==> src/rtl/guia_1106_pkg.sv <==
// Shared types and framing constants for the guia_1106 serial frame transmitter.
package guia11_pkg;

  typedef enum logic [2:0] {
    IDLE  = 3'd0,
    PRE   = 3'd1,
    DATA  = 3'd2,
    POST  = 3'd3,
    GAP_S = 3'd4
  } state_t;

  localparam logic [2:0] PREAMBLE  = 3'b101;
  localparam logic [2:0] POSTAMBLE = 3'b010;

  // Marker bits go out left to right: idx 0 selects pat[2].
  function automatic logic marker_bit(input logic [2:0] pat, input logic [1:0] idx);
    logic [2:0] t;
    t = pat << idx;
    return t[2];
  endfunction

endpackage

==> src/rtl/guia_1106_if.sv <==
// Parallel-in handshake plus serial/status outputs of the frame transmitter.
interface guia_1106_if #(parameter int DATA_W = 8);
  logic [DATA_W-1:0] data_in;
  logic              valid;
  logic              ready;
  logic              s;
  logic              busy;
  logic              frame_done;

  modport master (output data_in, valid, input ready, s, busy, frame_done);
  modport slave  (input data_in, valid, output ready, s, busy, frame_done);
endinterface

==> src/rtl/guia_1106_piso_shift.sv <==
// Parallel-load, MSB-first shift register holding the payload copy for a frame.
module piso_shift #(
  parameter int DATA_W = 8
) (
  input  logic              clk,
  input  logic              reset,
  input  logic              load,
  input  logic              shift,
  input  logic [DATA_W-1:0] d,
  output logic              q_msb
);

  logic [DATA_W-1:0] q;

  always_ff @(posedge clk) begin
    if (reset)      q <= '0;
    else if (load)  q <= d;
    else if (shift) q <= q << 1;
  end

  assign q_msb = q[DATA_W-1];

endmodule

==> src/rtl/guia_1106.sv <==
// Serial frame transmitter: 101 preamble, MSB-first payload, 010 postamble, idle gap.
//
// state | meaning
// IDLE  | line at IDLE_LVL, ready for a new word
// PRE   | sending preamble 1,0,1
// DATA  | sending payload MSB first
// POST  | sending postamble 0,1,0
// GAP_S | line at IDLE_LVL, not yet ready
module guia_1106
  import guia11_pkg::*;
#(
  parameter int   DATA_W   = 8,
  parameter int   GAP      = 2,
  parameter logic IDLE_LVL = 1'b0
) (
  input  logic        clk,
  input  logic        reset,
  guia_1106_if.slave  bus
);

  localparam int MAX_A = (DATA_W > 3) ? DATA_W : 3;
  localparam int MAX_C = (MAX_A > GAP) ? MAX_A : GAP;
  localparam int CNT_W = $clog2(MAX_C + 1);

  localparam logic [CNT_W-1:0] MARK_LAST = CNT_W'(2);
  localparam logic [CNT_W-1:0] DATA_LAST = CNT_W'(DATA_W - 1);
  localparam logic [CNT_W-1:0] GAP_LAST  = CNT_W'((GAP > 0) ? GAP - 1 : 0);

  state_t           state, state_nx;
  logic [CNT_W-1:0] cnt, cnt_nx;
  logic             s_q, s_nx;
  logic             fd_q, fd_nx;
  logic             load, shift, q_msb;

  piso_shift #(.DATA_W(DATA_W)) u_piso (
    .clk   (clk),
    .reset (reset),
    .load  (load),
    .shift (shift),
    .d     (bus.data_in),
    .q_msb (q_msb)
  );

  always_ff @(posedge clk) begin
    if (reset) begin
      state <= IDLE;
      cnt   <= '0;
      s_q   <= IDLE_LVL;
      fd_q  <= 1'b0;
    end else begin
      state <= state_nx;
      cnt   <= cnt_nx;
      s_q   <= s_nx;
      fd_q  <= fd_nx;
    end
  end

  // s and frame_done are computed from the upcoming state so they line up with it.
  always_comb begin
    state_nx = state;
    cnt_nx   = cnt + CNT_W'(1);
    s_nx     = IDLE_LVL;
    fd_nx    = 1'b0;
    load     = 1'b0;
    case (state)
      IDLE: begin
        cnt_nx = '0;
        if (bus.valid) begin
          state_nx = PRE;
          load     = 1'b1;
        end
      end
      PRE:   if (cnt == MARK_LAST) begin state_nx = DATA; cnt_nx = '0; end
      DATA:  if (cnt == DATA_LAST) begin state_nx = POST; cnt_nx = '0; end
      POST: begin
        if (cnt == MARK_LAST) begin
          state_nx = (GAP > 0) ? GAP_S : IDLE;
          cnt_nx   = '0;
          fd_nx    = 1'b1;
        end
      end
      GAP_S: if (cnt == GAP_LAST) begin state_nx = IDLE; cnt_nx = '0; end
      default: begin
        state_nx = IDLE;
        cnt_nx   = '0;
      end
    endcase

    case (state_nx)
      PRE:     s_nx = marker_bit(PREAMBLE, cnt_nx[1:0]);
      DATA:    s_nx = q_msb;
      POST:    s_nx = marker_bit(POSTAMBLE, cnt_nx[1:0]);
      default: s_nx = IDLE_LVL;
    endcase
    shift = (state_nx == DATA);
  end

  assign bus.ready      = (state == IDLE);
  assign bus.busy       = (state != IDLE);
  assign bus.s          = s_q;
  assign bus.frame_done = fd_q;

endmodule

==> src/flat_wrapper.sv <==
// flat-port wrapper written by rule: the top's interface ports become plain ports
module guia_1106_flat import guia11_pkg::*;
#(
  parameter int   DATA_W   = 8,
  parameter int   GAP      = 2,
  parameter logic IDLE_LVL = 1'b0
)
  (clk, reset, bus_data_in, bus_valid, bus_ready, bus_s, bus_busy, bus_frame_done);
  guia_1106_if #(.DATA_W(DATA_W)) bus_i ();
  input  logic clk;
  input  logic reset;
  input wire logic [$bits(bus_i.data_in)-1:0] bus_data_in;
  input wire logic [$bits(bus_i.valid)-1:0] bus_valid;
  output wire logic [$bits(bus_i.ready)-1:0] bus_ready;
  output wire logic [$bits(bus_i.s)-1:0] bus_s;
  output wire logic [$bits(bus_i.busy)-1:0] bus_busy;
  output wire logic [$bits(bus_i.frame_done)-1:0] bus_frame_done;
  assign bus_i.data_in = bus_data_in;
  assign bus_i.valid = bus_valid;
  assign bus_ready = bus_i.ready;
  assign bus_s = bus_i.s;
  assign bus_busy = bus_i.busy;
  assign bus_frame_done = bus_i.frame_done;
  guia_1106 #(.DATA_W(DATA_W), .GAP(GAP), .IDLE_LVL(IDLE_LVL)) u_core (.clk(clk), .reset(reset), .bus(bus_i));
endmodule
==> config.mk <==
export PLATFORM = sky130hd
export DESIGN_NAME = guia_1106_flat
export DESIGN_NICKNAME = d
export VERILOG_FILES = /design/src/rtl/guia_1106_pkg.sv /design/src/rtl/guia_1106_if.sv /design/src/rtl/guia_1106_piso_shift.sv /design/src/rtl/guia_1106.sv /design/src/flat_wrapper.sv
export SDC_FILE = /design/constraint.sdc
export NUM_CORES = 1
export LEC_CHECK = 0
export ABC_AREA = 1
export BUFFER_PORTS_ARGS = -buffer_cell sky130_fd_sc_hd__buf_4
export CORE_ASPECT_RATIO = 1.1
export CORE_UTILIZATION = 41
export CTS_CLUSTER_DIAMETER = 50
export DETAILED_ROUTE_END_ITERATION = 8
export SLEW_MARGIN = 15
export SYNTH_ARGS = -nofsm -noshare
export SYNTH_HDL_FRONTEND = slang
export SYNTH_HIERARCHICAL = 1
export SYNTH_SLANG_ARGS = --single-unit
==> constraint.sdc <==
create_clock -name clk -period 1.6 [get_ports clk]
set_input_delay 0.24 -clock clk [delete_from_list [all_inputs] [get_ports clk]]
set_output_delay 0.24 -clock clk [all_outputs]
set_load 0.05 [all_outputs]
After elaboration in Yosys (flattened, before gate mapping). Index checks and enable logic that the tools add are counted.

Muxes and demuxes: 16. $add $sub $neg: 1. Bitwise gates (word level): 1. Equal/unequal tests: 10. Shift-type cells: 2. Reductions and logical operators: 5.

Operators by type and width (count): 8-bit two-way mux (2); 3-bit two-way mux (5); 3-bit case mux with 5 select lines (1); 3-bit by 2-bit == test with 1-bit output (second input constant) (4); 4-bit two-way mux (3); 4-bit case mux with 3 select lines (1); 3-bit by 1-bit == test with 1-bit output (second input constant) (2); 4-bit by 1-bit adder with 4-bit output (second input constant) (1); 4-bit by 1-bit == test with 1-bit output (second input constant) (1); 4-bit by 2-bit == test with 1-bit output (second input constant) (1); 4-bit by 3-bit == test with 1-bit output (second input constant) (1); 2-bit OR reduction (2); 3-bit == test (second input constant) (1); 3-bit logical NOT (1); 1-bit two-way mux (3); 1-bit case mux with 3 select lines (1); 3-bit nonzero test (1); 2-bit by 2-bit << shifter with 3-bit output (first input constant) (1); 3-bit by 2-bit << shifter with 3-bit output (first input constant) (1); 2-bit nonzero test (1); 1-bit inverter (1).

Input port bits: 11. Output and inout bits: 4. Logic and storage cells: 40. Flip-flop bits (word level): 17.

Longest topological paths before layout.
Depth after elaboration: 6. Depth in mapped cells: 15. Mapped depth without buffers: 14.

Hierarchy. Netlist, hierarchy kept.

By module, submodules not included: guia_1106 (cells an instance 82, sequential area each 180.2 sq um, area an instance 591.8 sq um, instances 1); piso_shift (cells an instance 60, sequential area each 160.2 sq um, area an instance 399.1 sq um, instances 1).

Worst setup path after synthesis. OpenSTA, ideal clock, no wires.

Path kind: register to register. From: reg u_core.state[1]. To: reg u_core.s_q (netlist: u_core/bus.s). Required time: 1.534 ns. Period minus slack after synthesis: 1.788 ns. Buffers on the path: 0. Cell stages (with the launch flop): 11. Setup time: 0.066 ns. Path slack: -0.188 ns. Data arrival time: 1.722 ns. Cells stage by stage: dfxtp_1 > inv_2 > nand2_2 > nor2_2 > nand2_4 > o211ai_2 > nand2_1 > ha_1 > nand4_1 > nand3_1 > a21oi_2.

Elaborated cells on any way between the ends: 19. Classes of those cells: eq/ne (7); shift (2); mux (8); reduce/logical (2).

RTL lines: start, declared (RTL line guia_1106.sv:29) `state_t state, state_nx;`; start signal, assigned (RTL line guia_1106.sv:51) `state <= state_nx;`; 3-bit logical NOT (*); net bus_ready (RTL line flat_wrapper.sv:14) `output wire logic [$bits(bus_i.ready)-1:0] bus_ready;`; 3-bit case mux with 5 select lines (*) (RTL line guia_1106.sv:65) `case (state)`; 3-bit by 2-bit == test with 1-bit output / 3-bit by 1-bit == test with 1-bit output (equally long branches) (RTL line guia_1106.sv:89) `case (state_nx)`; 1-bit case mux with 3 select lines (*) (RTL line guia_1106.sv:89); end signal, assigned (RTL line guia_1106.sv:53) `s_q <= s_nx;`; end, declared (RTL line guia_1106.sv:31) `logic s_q, s_nx;`.

Mark *: on every way through the listed nets, which the timed path passes. The rest lies on a longest branch. A chain may end at the register's enable or synchronous reset.

Worst setup path in the final report.
From: reg u_core.cnt[0]. To: reg u_core.u_piso.q[1].

Longest elaborated chain between the ends: 5. Elaborated cells on any way between the ends: 10. Classes of those cells: eq/ne (4); mux (5); reduce/logical (1).

Ends and longest elaborated chain: start, declared (RTL line guia_1106.sv:30) `logic [CNT_W-1:0] cnt, cnt_nx;`; start signal, assigned (RTL line guia_1106.sv:52) `cnt <= cnt_nx;`; 4-bit by 1-bit == test with 1-bit output, or another cell as far along (RTL line guia_1106.sv:82) `GAP_S: if (cnt == GAP_LAST) begin state_nx = IDLE; cnt_nx = '0; end`; 3-bit two-way mux, on equally long branches; 3-bit case mux with 5 select lines (*) (RTL line guia_1106.sv:65); 3-bit by 2-bit == test with 1-bit output (*) (RTL line guia_1106.sv:95) `shift = (state_nx == DATA);`; net u_core.shift (RTL line guia_1106.sv:33) `logic load, shift, q_msb;`; 2-bit nonzero test (no line) (*); end signal, assigned (RTL line guia_1106_piso_shift.sv:18) `else if (shift) q <= q << 1;`; end, declared (RTL line guia_1106_piso_shift.sv:13) `logic [DATA_W-1:0] q;`.

Marks and branches as above.

==> results by group <==
Global route
  • GRT overflow: 0
  • First-pass GRT wire length: ~3800 um
  • Initial antenna violation count: 0
  • Vias in the first global route: approximately 910
  • Gr usage total: 0.1972
  • Largest net degree at the start of global routing: 12

Routing
  • DR vias: about 1000
  • Routed Antenna Nets: 0
  • Drt pass-1 iters: 4
  • Routed WL per cell: approximately 11 um
  • Post-Route WL: 2287 um
  • Via density: 4.766
  • Drt initial violations: 28
  • DR DRC count: 0

Floorplanning
  • Area of the core: about 2300 um^2
  • Site Rows: 18
  • DIE WIDTH: a little under 50 um
  • Starting density of the core: 0.4356
  • I/O Pins: 15
  • Die height: between 50 and 60 um
  • Die footprint: approximately 2600 um^2

Yosys
  • Sequential area share after synthesis: 0.3434
  • Synth Area in XOR/XNOR: 0
  • Post-Syn Area: just under 1000 um^2
  • Cell count after synthesis: between 100 and 150
  • Post-synthesis mux area share: 0
  • Synth top area share: 0.3434
  • Top FF cell, synth: dfxtp_1
  • YS warnings: 6
  • Post-synth top area cell: dfxtp_1
  • Net Count, Synth: approximately 160
  • Synth Area in Compound Gates: 0.09217
  • Post-synthesis register bit count: 17
  • Post-synth EDFFs: 0
  • Count leader, synth: nand2_1
  • Synth unique cells: 25
  • Post-synth top cells: nand2_1 (38), inv_1 (25), nand3_1 (19), dfxtp_1 (17), nor2_1 (8)
  • Post-synth ARST share: 0
  • Post-synthesis adder-cell area fraction: 0.05051
  • Main area contributors after synthesis: dfxtp_1 (34%), nand2_1 (14%), nand3_1 (9.6%), inv_1 (9.5%), ha_1 (5.1%)
  • Post-Synth Simple-Gate Area: 0.3725
  • Largest family of logic cells by synthesized area: simple AND/OR/NAND/NOR gates
  • Mean post-synth cell area: 6.979 um^2

Run status
  • Outcome: finished, violations left
  • Failing checks: negative setup slack

Power and ir drop
  • Int Pwr: 0.6426 mW
  • Clk pwr share: 0.248
  • Worst vdd ir: approximately 0.48 mV
  • Power Total: between 0.9 and 1 mW
  • Sw Pwr: about 0.29 mW
  • Reg power frac: 0.490
  • Comb power frac: 0.261
  • Sw Ratio: 0.3139
  • Pwr/cell area: about 660 nW/um^2
  • Pleak: roughly 0.7 nW

Worst setup path
  • Crit path max-delay family: simple AND/OR/NAND/NOR gates
  • R2r setup slk: -0.14 ns
  • Crit path launch type: flop
  • RR Startpoint: u_core/cnt[0]$_SDFF_PP0_
  • CP endpoint: u_core/u_piso/q[1]$_SDFFE_PP0P_
  • Critical path arrival: 1.94 ns
  • Worst R2R Path Depth: 14
  • Critical path depth: 14
  • Worst path max stage delay: slightly below 0.4 ns
  • Worst path bufs/invs: 5
  • CP required: 1.80 ns
  • Reg2reg end: u_core/u_piso/q[1]$_SDFFE_PP0P_
  • CP Cell Sequence: inv_4 -> ha_4 -> nand3_4 -> o21ai_2 -> inv_2 -> nor2_4 -> inv_2 -> nor2_2 -> buf_6 -> nor2_8 -> nand2_1 -> nand3_1 -> nand2_1 -> inv_1
  • Crit Path Max Fanout: 8
  • Critical setup path kind: flop to flop
  • Critical path endpoint category: flop
  • Slowest-stage cell, CP: dfxtp_4
  • Setup crit start: u_core/cnt[0]$_SDFF_PP0_

Final layout
  • Fillers: about 220
  • Layout cells sized above 1: 0.4469
  • Synth-to-layout area growth: 42.55%
  • ANT cells: 0
  • Nets: between 150 and 200
  • Final core utilization: 0.6210
  • Post-route non-filler standard cell count: 209

Timing
  • RSZ-0062 raised after global routing: true
  • Max Freq: 0.5732 GHz
  • Rel. slew slack: 0.8217
  • Min Tclk post-route: roughly 1.7 ns
  • Max-slew violation count: 0
  • Final setup viols: 10
  • Setup TNS: -1.086 ns
  • Slew @ Worst Pin: 0.2670 ns
  • Setup WS post-layout: -0.1446 ns
  • Tcrit/Tclk final: 1.090
  • Final hold vios: 0
  • Final setup skew: between 0.007 and 0.008 ns

Placement
  • GP Congestion: between 0.7 and 0.8
  • Dpl hpwl: approximately 1600 um
  • IO buf count: 14
  • Setup WS pre-CTS: -0.1673 ns
  • # placed instances: 195

Clocking
  • Root Buffer: clkbuf_4
  • TritonCTS clock tree: done
  • Worst-path clk slew: ~0.1 ns
  • Buffer depth of the longest clock path: 2
  • H-Tree Depth: 1
  • Post-CTS Hold Buffers: 0
  • Clock latency on the worst-skew pair: 0.29 ns
  • Clock sink total: 17
  • Num CTS Buffers: 3

Run
  • MaxCap Viol Count: 0

Worst hold path
  • Min-Delay Path Class: primary input to flop
[how the worst min path moves through the flow]
stage,from,endpoint,cells after the start
3_5_place_dp,u_core/u_piso/q[4]$_SDFFE_PP0P_,u_core/u_piso/q[4]$_SDFFE_PP0P_,2
6_report,reset,u_core/bus.s$_SDFF_PP0_,2
2_1_floorplan,reset,u_core/bus.s$_SDFF_PP0_,1
5_1_grt,reset,u_core/bus.s$_SDFF_PP0_,2
4_1_cts,reset,u_core/bus.s$_SDFF_PP0_,2
3_3_place_gp,u_core/u_piso/q[0]$_SDFFE_PP0P_,u_core/u_piso/q[0]$_SDFFE_PP0P_,2
[what timing repair did]
action | CTS | global route
setup buffers | 9 | 1
resized for setup | 16 | 10
setup endpoints to repair | 9 | 10
gates cloned | 0 | 0
pin swaps | 11 | 9
[worst register-to-register path, cell delays in order, from the launching register on]
cell     delay (ns)
dfxtp_4        0.39
inv_4          0.06
ha_4           0.13
nand3_4        0.11
o21ai_2        0.15
inv_2          0.06
nor2_4         0.13
inv_2          0.07
nor2_2         0.12
buf_6          0.15
nor2_8         0.05
nand2_1        0.08
nand3_1        0.06
nand2_1        0.05
inv_1          0.03
[placed cells by master (no fill, tap or decap), types with 2 or more instances in the layout]
cell / instances
ha_4: 3
nand3_2: 2
a21oi_1: 5
buf_6: 2
clkbuf_4: 3
dfxtp_4: 2
a21oi_2: 2
nand4_1: 2
nand2_2: 7
buf_4: 33
inv_2: 8
nor2_4: 2
nand2_4: 2
nand2_1: 31
inv_1: 21
nor2_1: 4
nand3_1: 18
dfxtp_1: 15
nor2_2: 5
[metal layers]
metal	vias to the layer above	track usage	wire, um
met2	27	0.3935	1267
li1	516	-	-
met3	4	0.03390	80
met5	-	0	0
met1	449	0.1949	904
met4	0	0.1176	34
[cell type report]
cell class                      instances  area [um^2]  share of cell area
Clock inverter                          1        5.005            0.003543
Timing Repair Buffer                   35        270.3              0.1913
Tap cell                               30        37.54             0.02657
Clock buffer                            3        22.52             0.01594
Sequential cell                        17        347.8              0.2462
Inverter                               31        123.9             0.08769
Multi-Input combinational cell         92        605.6              0.4287
[state kept, by name, indices dropped and copies added (netlist names)]
| register | count |
|---|---|
| u_core/cnt | 4 |
| u_core/bus.s | 1 |
| u_core/bus.frame_done | 1 |
| u_core/u_piso/q | 8 |
| u_core/state | 3 |
[stage by stage]
step / hold WS, ns / instance area [um^2]
floorplan: 0.3024 / 1013
finish: 0.1824 / 1413
global route: 0.1686 / 1413
CTS: 0.1791 / 1378
detailed placement: 0.4556 / 1220
global placement: 0.4601 / 1220
[power by group through the flow]
stage | registers (mW) | clock network, mW | logic, mW
6_report | 0.459 | 0.233 | 0.245
5_1_grt | 0.463 | 0.271 | 0.271
4_1_cts | 0.459 | 0.247 | 0.236
3_5_place_dp | 0.469 | 0 | 0.212
3_3_place_gp | 0.468 | 0 | 0.208
2_1_floorplan | 0.475 | 0 | 0.135
[cell families after synthesis]
family          count (synthesis)
simple gates                   75
buf+inv                        33
fa+ha+maj                       4
flops                          17
compound gates                 13
No activity file was read; power rests on OpenSTA's default activity.
